===== config.mk =====
export PLATFORM = sky130hd
export DESIGN_NAME = uart_cmd_sequencer_flat
export DESIGN_NICKNAME = d
export VERILOG_FILES = /design/src/rtl/uart_cmd_sequencer_if.sv /design/src/rtl/uart_cmd_sequencer.sv /design/src/flat_wrapper.sv
export SDC_FILE = /design/constraint.sdc
export NUM_CORES = 1
export LEC_CHECK = 0
export CAP_MARGIN = 20
export CORE_MARGIN = 2
export CORE_UTILIZATION = 50
export DETAILED_ROUTE_END_ITERATION = 16
export GPL_ROUTABILITY_DRIVEN = 0
export MAX_ROUTING_LAYER = met4
export PLACE_DENSITY = 0.88
export SKIP_LAST_GASP = 1
export SLEW_MARGIN = 20
export SYNTH_ARGS = -nofsm -noshare
export SYNTH_HDL_FRONTEND = slang
export SYNTH_SLANG_ARGS = --single-unit

===== constraint.sdc =====
create_clock -name i_clock -period 1.96 [get_ports i_clock]
set_input_delay 0.392 -clock i_clock [delete_from_list [all_inputs] [get_ports i_clock]]
set_output_delay 0.392 -clock i_clock [all_outputs]
set_load 0.05 [all_outputs]

===== src/rtl/uart_cmd_sequencer_if.sv =====
// uart_cmd_sequencer_if: host byte stream, SPI master and UART transmitter handshakes
// of uart_cmd_sequencer, bundled so the top level can wire them as one port.
interface uart_cmd_sequencer_if;
  logic       i_rx_dv;
  logic [7:0] i_rx_byte;
  logic       o_spi_start;
  logic [7:0] o_spi_upper;
  logic [7:0] o_spi_lower;
  logic       i_spi_busy;
  logic       i_spi_done;
  logic [7:0] i_spi_rx_byte;
  logic       o_tx_dv;
  logic [7:0] o_tx_byte;
  logic       i_tx_active;
  logic       o_sys_reset;
  logic       o_cmd_busy;

  // Sequencer side
  modport master (
    input  i_rx_dv, i_rx_byte, i_spi_busy, i_spi_done, i_spi_rx_byte, i_tx_active,
    output o_spi_start, o_spi_upper, o_spi_lower, o_tx_dv, o_tx_byte, o_sys_reset, o_cmd_busy
  );

  // UART / SPI side
  modport slave (
    output i_rx_dv, i_rx_byte, i_spi_busy, i_spi_done, i_spi_rx_byte, i_tx_active,
    input  o_spi_start, o_spi_upper, o_spi_lower, o_tx_dv, o_tx_byte, o_sys_reset, o_cmd_busy
  );
endinterface


===== src/rtl/uart_cmd_sequencer.sv =====
// uart_cmd_sequencer: assembles 3-byte host frames (opcode, addr, data), runs one SPI
// register access or a system-reset pulse, and answers each frame with one UART byte.
// Optional macro CMD_STATUS_EN adds a saturating error counter read back by opcode 's'.
module uart_cmd_sequencer #(
  parameter int unsigned TIMEOUT_CLKS = 5000000,
  parameter int unsigned RESET_CLKS   = 16
) (
  input logic                  i_clock,
  input logic                  i_reset_n,
  uart_cmd_sequencer_if.master bus
);

  localparam int unsigned TMO_W = $clog2(TIMEOUT_CLKS + 1);
  localparam int unsigned RST_W = $clog2(RESET_CLKS + 1);
  localparam logic [TMO_W-1:0] TMO_LAST = TMO_W'(TIMEOUT_CLKS - 1);
  localparam logic [RST_W-1:0] RST_LAST = RST_W'(RESET_CLKS - 1);

  localparam logic [7:0] OP_WRITE = 8'h77;
  localparam logic [7:0] OP_READ  = 8'h72;
  localparam logic [7:0] OP_RESET = 8'h78;
`ifdef CMD_STATUS_EN
  localparam logic [7:0] OP_STATUS = 8'h73;
`endif
  localparam logic [7:0] RSP_ACK  = 8'h06;
  localparam logic [7:0] RSP_NAK  = 8'h15;

  typedef enum logic [3:0] {
    IDLE, GET_ADDR, GET_DATA, DISPATCH, SPI_LAUNCH, SPI_WAIT, RST_PULSE, RESP, TX_WAIT
  } state_t;

  state_t           state_q, state_nxt;
  logic [7:0]       opcode_q, opcode_nxt;
  logic [7:0]       addr_q, addr_nxt;
  logic [7:0]       data_q, data_nxt;
  logic [7:0]       resp_q, resp_nxt;
  logic [TMO_W-1:0] tmo_q, tmo_nxt;
  logic [RST_W-1:0] rst_cnt_q, rst_cnt_nxt;
  logic             spi_start_q, spi_start_nxt;
  logic [7:0]       spi_upper_q, spi_upper_nxt;
  logic [7:0]       spi_lower_q, spi_lower_nxt;
  logic             tx_dv_q, tx_dv_nxt;
  logic [7:0]       tx_byte_q, tx_byte_nxt;
  logic             sys_reset_q, sys_reset_nxt;
  logic             cmd_busy_q, cmd_busy_nxt;

`ifdef CMD_STATUS_EN
  logic [7:0] err_q, err_nxt;
  logic [1:0] err_inc;
  logic       err_clr;
`endif

  // State and registered outputs
  always_ff @(posedge i_clock or negedge i_reset_n) begin
    if (!i_reset_n) begin
      state_q     <= IDLE;
      opcode_q    <= '0;
      addr_q      <= '0;
      data_q      <= '0;
      resp_q      <= '0;
      tmo_q       <= '0;
      rst_cnt_q   <= '0;
      spi_start_q <= 1'b0;
      spi_upper_q <= '0;
      spi_lower_q <= '0;
      tx_dv_q     <= 1'b0;
      tx_byte_q   <= '0;
      sys_reset_q <= 1'b0;
      cmd_busy_q  <= 1'b0;
    end else begin
      state_q     <= state_nxt;
      opcode_q    <= opcode_nxt;
      addr_q      <= addr_nxt;
      data_q      <= data_nxt;
      resp_q      <= resp_nxt;
      tmo_q       <= tmo_nxt;
      rst_cnt_q   <= rst_cnt_nxt;
      spi_start_q <= spi_start_nxt;
      spi_upper_q <= spi_upper_nxt;
      spi_lower_q <= spi_lower_nxt;
      tx_dv_q     <= tx_dv_nxt;
      tx_byte_q   <= tx_byte_nxt;
      sys_reset_q <= sys_reset_nxt;
      cmd_busy_q  <= cmd_busy_nxt;
    end
  end

  // Next-state and next-output decode; strobes default low, data registers hold
  always_comb begin
    state_nxt     = state_q;
    opcode_nxt    = opcode_q;
    addr_nxt      = addr_q;
    data_nxt      = data_q;
    resp_nxt      = resp_q;
    tmo_nxt       = '0;
    rst_cnt_nxt   = rst_cnt_q;
    spi_start_nxt = 1'b0;
    spi_upper_nxt = spi_upper_q;
    spi_lower_nxt = spi_lower_q;
    tx_dv_nxt     = 1'b0;
    tx_byte_nxt   = tx_byte_q;
    sys_reset_nxt = sys_reset_q;

    case (state_q)
      IDLE: begin
        if (bus.i_rx_dv) begin
          opcode_nxt = bus.i_rx_byte;
          state_nxt  = GET_ADDR;
        end
      end
      GET_ADDR: begin
        if (bus.i_rx_dv) begin
          addr_nxt  = bus.i_rx_byte;
          state_nxt = GET_DATA;
        end else if (tmo_q == TMO_LAST) begin
          state_nxt = IDLE;
        end else begin
          tmo_nxt = tmo_q + TMO_W'(1);
        end
      end
      GET_DATA: begin
        if (bus.i_rx_dv) begin
          data_nxt  = bus.i_rx_byte;
          state_nxt = DISPATCH;
        end else if (tmo_q == TMO_LAST) begin
          state_nxt = IDLE;
        end else begin
          tmo_nxt = tmo_q + TMO_W'(1);
        end
      end
      DISPATCH: begin
        case (opcode_q)
          OP_WRITE: begin
            resp_nxt  = RSP_ACK;
            state_nxt = SPI_LAUNCH;
          end
          OP_READ: begin
            state_nxt = SPI_LAUNCH;
          end
          OP_RESET: begin
            resp_nxt      = RSP_ACK;
            sys_reset_nxt = 1'b1;
            rst_cnt_nxt   = '0;
            state_nxt     = RST_PULSE;
          end
`ifdef CMD_STATUS_EN
          OP_STATUS: begin
            resp_nxt  = err_q;
            state_nxt = RESP;
          end
`endif
          default: begin
            resp_nxt  = RSP_NAK;
            state_nxt = RESP;
          end
        endcase
      end
      SPI_LAUNCH: begin
        if (!bus.i_spi_busy) begin
          spi_start_nxt = 1'b1;
          if (opcode_q == OP_READ) begin
            spi_upper_nxt = addr_q | 8'h80;
            spi_lower_nxt = 8'h00;
          end else begin
            spi_upper_nxt = addr_q & 8'h7F;
            spi_lower_nxt = data_q;
          end
          state_nxt = SPI_WAIT;
        end
      end
      SPI_WAIT: begin
        if (bus.i_spi_done) begin
          if (opcode_q == OP_READ) begin
            resp_nxt = bus.i_spi_rx_byte;
          end
          state_nxt = RESP;
        end
      end
      RST_PULSE: begin
        if (rst_cnt_q == RST_LAST) begin
          sys_reset_nxt = 1'b0;
          state_nxt     = RESP;
        end else begin
          rst_cnt_nxt = rst_cnt_q + RST_W'(1);
        end
      end
      RESP: begin
        if (!bus.i_tx_active) begin
          tx_dv_nxt   = 1'b1;
          tx_byte_nxt = resp_q;
          state_nxt   = TX_WAIT;
        end
      end
      TX_WAIT: begin
        // tx_dv_q marks the first TX_WAIT cycle, before uart_tx has raised active
        if (!tx_dv_q && !bus.i_tx_active) begin
          state_nxt = IDLE;
        end
      end
      default: begin
        state_nxt = IDLE;
      end
    endcase

    cmd_busy_nxt = (state_nxt != IDLE);
  end

`ifdef CMD_STATUS_EN
  // Error events: dropped byte, frame timeout, NAK'd opcode; a status read clears and wins
  always_comb begin
    err_inc = '0;
    err_clr = 1'b0;
    if (bus.i_rx_dv && (state_q inside {DISPATCH, SPI_LAUNCH, SPI_WAIT, RST_PULSE, RESP, TX_WAIT})) begin
      err_inc = err_inc + 2'd1;
    end
    if ((state_q inside {GET_ADDR, GET_DATA}) && !bus.i_rx_dv && (tmo_q == TMO_LAST)) begin
      err_inc = err_inc + 2'd1;
    end
    if (state_q == DISPATCH) begin
      if (opcode_q == OP_STATUS) begin
        err_clr = 1'b1;
      end else if (!(opcode_q inside {OP_WRITE, OP_READ, OP_RESET})) begin
        err_inc = err_inc + 2'd1;
      end
    end
    if (err_clr) begin
      err_nxt = '0;
    end else if ((9'(err_q) + 9'(err_inc)) > 9'h0FF) begin
      err_nxt = 8'hFF;
    end else begin
      err_nxt = err_q + 8'(err_inc);
    end
  end

  // Error counter register
  always_ff @(posedge i_clock or negedge i_reset_n) begin
    if (!i_reset_n) begin
      err_q <= '0;
    end else begin
      err_q <= err_nxt;
    end
  end
`endif

  assign bus.o_spi_start = spi_start_q;
  assign bus.o_spi_upper = spi_upper_q;
  assign bus.o_spi_lower = spi_lower_q;
  assign bus.o_tx_dv     = tx_dv_q;
  assign bus.o_tx_byte   = tx_byte_q;
  assign bus.o_sys_reset = sys_reset_q;
  assign bus.o_cmd_busy  = cmd_busy_q;

endmodule

===== src/flat_wrapper.sv =====
// flat-port wrapper written by rule: the top's interface ports become plain ports
module uart_cmd_sequencer_flat 
#(
  parameter int unsigned TIMEOUT_CLKS = 5000000,
  parameter int unsigned RESET_CLKS   = 16
)
  (i_clock, i_reset_n, bus_i_rx_dv, bus_i_rx_byte, bus_i_spi_busy, bus_i_spi_done, bus_i_spi_rx_byte, bus_i_tx_active, bus_o_spi_start, bus_o_spi_upper, bus_o_spi_lower, bus_o_tx_dv, bus_o_tx_byte, bus_o_sys_reset, bus_o_cmd_busy);
  uart_cmd_sequencer_if bus_i ();
  input logic i_clock;
  input logic i_reset_n;
  input wire logic [$bits(bus_i.i_rx_dv)-1:0] bus_i_rx_dv;
  input wire logic [$bits(bus_i.i_rx_byte)-1:0] bus_i_rx_byte;
  input wire logic [$bits(bus_i.i_spi_busy)-1:0] bus_i_spi_busy;
  input wire logic [$bits(bus_i.i_spi_done)-1:0] bus_i_spi_done;
  input wire logic [$bits(bus_i.i_spi_rx_byte)-1:0] bus_i_spi_rx_byte;
  input wire logic [$bits(bus_i.i_tx_active)-1:0] bus_i_tx_active;
  output wire logic [$bits(bus_i.o_spi_start)-1:0] bus_o_spi_start;
  output wire logic [$bits(bus_i.o_spi_upper)-1:0] bus_o_spi_upper;
  output wire logic [$bits(bus_i.o_spi_lower)-1:0] bus_o_spi_lower;
  output wire logic [$bits(bus_i.o_tx_dv)-1:0] bus_o_tx_dv;
  output wire logic [$bits(bus_i.o_tx_byte)-1:0] bus_o_tx_byte;
  output wire logic [$bits(bus_i.o_sys_reset)-1:0] bus_o_sys_reset;
  output wire logic [$bits(bus_i.o_cmd_busy)-1:0] bus_o_cmd_busy;
  assign bus_i.i_rx_dv = bus_i_rx_dv;
  assign bus_i.i_rx_byte = bus_i_rx_byte;
  assign bus_i.i_spi_busy = bus_i_spi_busy;
  assign bus_i.i_spi_done = bus_i_spi_done;
  assign bus_i.i_spi_rx_byte = bus_i_spi_rx_byte;
  assign bus_i.i_tx_active = bus_i_tx_active;
  assign bus_o_spi_start = bus_i.o_spi_start;
  assign bus_o_spi_upper = bus_i.o_spi_upper;
  assign bus_o_spi_lower = bus_i.o_spi_lower;
  assign bus_o_tx_dv = bus_i.o_tx_dv;
  assign bus_o_tx_byte = bus_i.o_tx_byte;
  assign bus_o_sys_reset = bus_i.o_sys_reset;
  assign bus_o_cmd_busy = bus_i.o_cmd_busy;
  uart_cmd_sequencer #(.TIMEOUT_CLKS(TIMEOUT_CLKS), .RESET_CLKS(RESET_CLKS)) u_core (.i_clock(i_clock), .i_reset_n(i_reset_n), .bus(bus_i));
endmodule

Word-level counts from Yosys, hierarchy flattened. Cells that the tools add are included.

Register bits after elaboration: 91. Latch bits: 0. RAM bits: 0. Bits in read-only memories: 0. Input bits: 22. Logic and storage cells: 85. Memories: 0.

Add/subtract/negate cells: 2. Multipliers: 0. Divide/modulo/power cells: 0. Magnitude comparators: 0. Equality and inequality tests: 19. Shift-type cells: 0. Multiplexer cells: 30. Bitwise gates (word level): 2. Reduce and logical (&&, ||, !) cells: 18.

Operators with widths (number): $mux 23 (3); $mux 4 (9); $pmux 4 s9 (1); $mux 8 (4); $pmux 8 s2 (2); $eq 8x7->1 const B (3); $add 23x1->23 const B (1); $eq 23x23->1 const B (1); $eq 4x3->1 const B (4); $mux 5 (2); $pmux 5 s2 (1); $reduce_and 2->1 (5); $eq 4x2->1 const B (2); $mux 1 (6); $ne 2x1->1 const B (3); $ne 2x2->1 const B (3); $reduce_and 3->1 (2); $reduce_or 2->1 (3); $add 5x1->5 const B (1); $eq 5x4->1 const B (1); $eq 4x1->1 const B (1); $eq 4x4->1 const B (1); $logic_not 4->1 (1); $pmux 2 s2 (1); other kinds (7) (10).

Longest topological paths before layout.
Word-level depth: 5. Mapped depth: 8.

Worst setup path before layout. OpenSTA, ideal clock, no wires.

Kind: flip-flop to flip-flop. Start: register u_core.opcode_q[7]. End: register u_core.resp_q[0]. Arrival: 1.813 ns. Required time: 1.832 ns. Slack: 0.019 ns. Cell stages (with the launch flop): 5. Path buffers: 0. Period minus slack after synthesis: 1.941 ns. Path through: dfrtp_1 nand4b_1 nor4b_4 mux2i_4 mux2_1.

Word-level cells in the longest chain between the ends: 4. Elaborated cells between the ends (all ways): 9. Classes of those cells: 5 x eq/ne; 2 x mux; 2 x reduce/logical.

RTL lines: start: declaration (line uart_cmd_sequencer.sv:32) `logic [7:0] opcode_q, opcode_nxt;`; start signal: assignment (line uart_cmd_sequencer.sv:71) `opcode_q <= opcode_nxt;`; $eq 8x7->1 (line uart_cmd_sequencer.sv:131) `case (opcode_q)`; $reduce_or 2->1 (no line); $pmux 8 s2 (line uart_cmd_sequencer.sv:131); $pmux 8 s2 (line uart_cmd_sequencer.sv:103) `case (state_q)`; end signal: assignment (line uart_cmd_sequencer.sv:74) `resp_q <= resp_nxt;`; end: declaration (line uart_cmd_sequencer.sv:35) `logic [7:0] resp_q, resp_nxt;`.

Parallel ways exist; a longest one is shown, timed or not. The select of a mux whose other input is x is not followed. A chain may end at the register's enable or synchronous reset.

Final worst setup path.
Start: register u_core.state_q[2]. End: register u_core.resp_q[1].

Word-level cells in the longest chain between the ends: 3. Elaborated cells between the ends (all ways): 8. Classes of those cells: 5 x eq/ne; 1 x mux; 2 x reduce/logical.

RTL lines: start: declaration (line uart_cmd_sequencer.sv:31) `state_t state_q, state_nxt;`; start signal: assignment (line uart_cmd_sequencer.sv:70) `state_q <= state_nxt;`; $eq 4x3->1 or $eq 4x2->1 (tied branches) (line uart_cmd_sequencer.sv:103); $ne 2x1->1 (no line), or another cell as far along; $reduce_and 4->1 (no line).

Parallel ways exist; a longest one is shown, timed or not.

==> out/summary.txt <==
Chip width: 95.11 µm
CP required: 2210 ps
Routed length per instance: 16.71 µm
Sequential cell area fraction in the yosys report: 0.5487
Critical Path Start Type: register
Ys Warns: 0
CTS tree: built
Total clock sinks: 91
Area grow syn2layout: 27.74%
CTS Buffer Depth: 2
Clock power share: 0.189
Final setup violation count: 1
Most frequent cells in the layout: dfrtp_1 (91), nand2_1 (39), mux2_1 (35)
Crit path DAT: 2210 ps
Cell count after synthesis: 369
Final Util: 0.6517
Clk slew on worst S/H paths: 90 ps
Net Sw Power: 2.796 mW
Die height: 95.11 µm
Crit. Startpoint: u_core.state_q[2]
TNS Setup: -0.5025 ps
CP dominant cell by count: mux2_1
First-pass GRT wire length: 15.61 mm
Post-synth EDFFs: 0
Max-cap violations: 0
Initial core utilization: 0.5102
Static leakage: 2.534 nW
Seq cells post-synth: 91
Multi-input logic area: 1795 µm²
Final hold violations: 0
ANT nets after route: 0
Max Freq: 510.1 MHz
Skew final: 10.37 ps
Post-DP HPWL: 6.520 mm
Row Count: 33
Failing checks: setup timing
Cells on worst reg2reg path: 4
DRT iter0 DRCs: 294
Minimum clock period: 1961 ps
Async SR Flop Fraction: 1.000
Worst-margin pin slew: 517.5 ps
Pwr Total: 7.175 mW
Unrepaired setup endpoints after global routing: true
Layout Nets: 474
Setup crit end kind: register
Most common cell after layout, fill and taps aside: dfrtp_1
Post-route DRC: 0
Clk Latency, worst-skew pair: 360 ps
Sw Share: 0.3897
H-tree levels: 3
Core Area: 8134 µm²
Post-Syn Area: 4150 µm²
CP Cell Sequence: nor4bb_2, buf_4, mux2_1, mux2_1
Pin count of the biggest net entering global routing: 34
Vias in the first global route: 3278
Worst R2R Start: u_core.state_q[2]
IO Port Bufs: 49
Slew Limit Fails: 0
Fin worst setup slack: -0.5025 ps
TritonCTS Buffers: 9
Layout cell share with drive strength beyond 1: 0.1520
I/O pin total: 50
DRT Pass-1 Iters: 4
Final period utilization: 1.000
Syn_nets: 394
GR Util All Layers: 0.2306
CTS root buffer: clkbuf_8
Worst path slowest cell: dfrtp_1
Sequential Area: 2277 µm²
Worst min path class: register to register
Relative slew slack: 0.6544
Pwr per Cell Area: 1353 nW/µm²
Vias per std cell: 5.683
Primary FF master, synth: dfrtp_1
Filler instances: 616
Gate power share: 0.406
Initial antenna violation count: 0
Reg-to-reg endpoint: u_core.resp_q[1]
Worst R2R Setup Slack: -0.5 ps
Avg Inst Size Synth: 11.25 µm²
Yosys cell types: 50
Internal cell power: 4.379 mW
Via count: 3177
Capture point of the critical path: u_core.resp_q[1]
Hold Startpoint: u_core.bus.o_spi_upper[5]
Status: complete, but fails checks
Critical setup path kind: register to register
Sequential Power Share: 0.405
Diodes inserted: 0
Worst Path Max Fanout: 10
Die Area: 9045 µm²
Routed WL: 9.342 mm
Grt total ovfl: 0
Peak VDD IR: 0.7285 mV
Worst path max stage delay: 520 ps
power groups by stage:
stage	clock, mW	sequential (mW)	combinational, mW
2_1_floorplan	0	3.51	1.21
3_3_place_gp	0	2.89	2.77
3_5_place_dp	0	2.93	2.87
4_1_cts	1.39	2.89	2.88
5_1_grt	1.46	2.98	3.14
6_report	1.36	2.91	2.91
flip-flops by register name, indices dropped and copies added (netlist names), 4 cells and up:
| register | flops |
|---|---|
| u_core.tmo_q | 23 |
| u_core.rst_cnt_q | 5 |
| u_core.bus.o_spi_lower | 8 |
| u_core.state_q | 4 |
| u_core.opcode_q | 8 |
| u_core.bus.o_spi_upper | 8 |
| u_core.data_q | 8 |
| u_core.addr_q | 7 |
| u_core.resp_q | 8 |
| u_core.bus.o_tx_byte | 8 |
timing repair:
item	4_1_cts	5_1_grt
setup buffers	0	3
hold endpoints to repair	30	0
hold buffers	1	0
gates resized for setup	3	33
setup endpoints to repair	10	59
pin swaps	1	1
area by class of cell:
type,instances,area share
sequential,91,0.4295
multi-input combinational,250,0.3387
timing repair buffer,83,0.1562
clock buffer,11,0.02856
tap,105,0.02478
clock inverter,5,0.01227
inverter,14,0.009913
how the worst min path moves through the flow:
| stage | to | slack [ps] | depth (start not counted) |
|---|---|---|---|
| floorplan | u_core.addr_q[0] | 100 | 0 |
| global placement | u_core.bus.o_spi_start | 350 | 1 |
| finish | u_core.bus.o_spi_upper[5] | 470 | 2 |
| global route | u_core.bus.o_spi_start | 510 | 2 |
| CTS | u_core.bus.o_spi_upper[6] | 480 | 2 |
| detailed placement | u_core.bus.o_spi_start | 350 | 1 |
cells by family after synthesis:
kind of cell | share of synthesized area
buffers and inverters | 0.02713
adder cells (fa/ha/maj) | 0.009045
XOR/XNOR | 0.02533
multiplexers | 0.1182
AND/OR/NAND/NOR | 0.1857
flip-flops | 0.5487
AO/OA/AOI/OAI | 0.08592
synth_stat cells (3+ instances only):
library cell / instances / area, µm²
a22o_1: 12 / 105.1
o21ai_0: 12 / 60.06
xor2_1: 3 / 26.28
clkbuf_1: 8 / 30.03
mux2_1: 37 / 416.7
mux2i_1: 4 / 40.04
o21ai_1: 3 / 15.01
nor4b_1: 3 / 26.28
nor4_1: 3 / 18.77
xnor2_1: 9 / 78.83
buf_2: 6 / 30.03
nand3_1: 13 / 65.06
nand2b_1: 5 / 31.28
or4_1: 7 / 52.55
or3_1: 8 / 50.05
nand4b_1: 5 / 43.79
nand4_1: 4 / 25.02
ha_1: 3 / 37.54
inv_1: 13 / 48.80
nand2_1: 39 / 146.4
nor2_1: 24 / 90.09
a21oi_1: 15 / 75.07
nor3_1: 7 / 35.03
and3_1: 5 / 31.28
dfrtp_1: 91 / 2277
critical path, delay by kind of cell (launching register included):
kind | cells | cell delay [ps]
muxes | 2 | 610
buffers and inverters | 1 | 250
DFF | 1 | 520
and+or+nand+nor | 1 | 460
metal layers:
| metal | wire, µm | share of wire | track usage | vias to the layer above |
|---|---|---|---|---|
| met1 | 3830 | 0.41 | 0.2770 | 1583 |
| met4 | 88 | 0.0094 | 0.05556 | 0 |
| met3 | 576 | 0.062 | 0.06324 | 12 |
| met2 | 4846 | 0.52 | 0.3879 | 105 |
| met5 | 0 | 0 | - | - |
| li1 | - | - | - | 1477 |
per-stage QoR:
step	cells	area, µm²	setup WS, ps	hold WS, ps
floorplan	369	4150	19.32	96.41
finish	559	5301	-0.5025	472.7
global route	559	5301	-67.71	511.2
detailed placement	539	4966	-76.95	352.9
global placement	539	4966	-26.71	353.1
CTS	556	5189	1.070	482.0
Note: power is estimated with default switching activity, not from simulation.
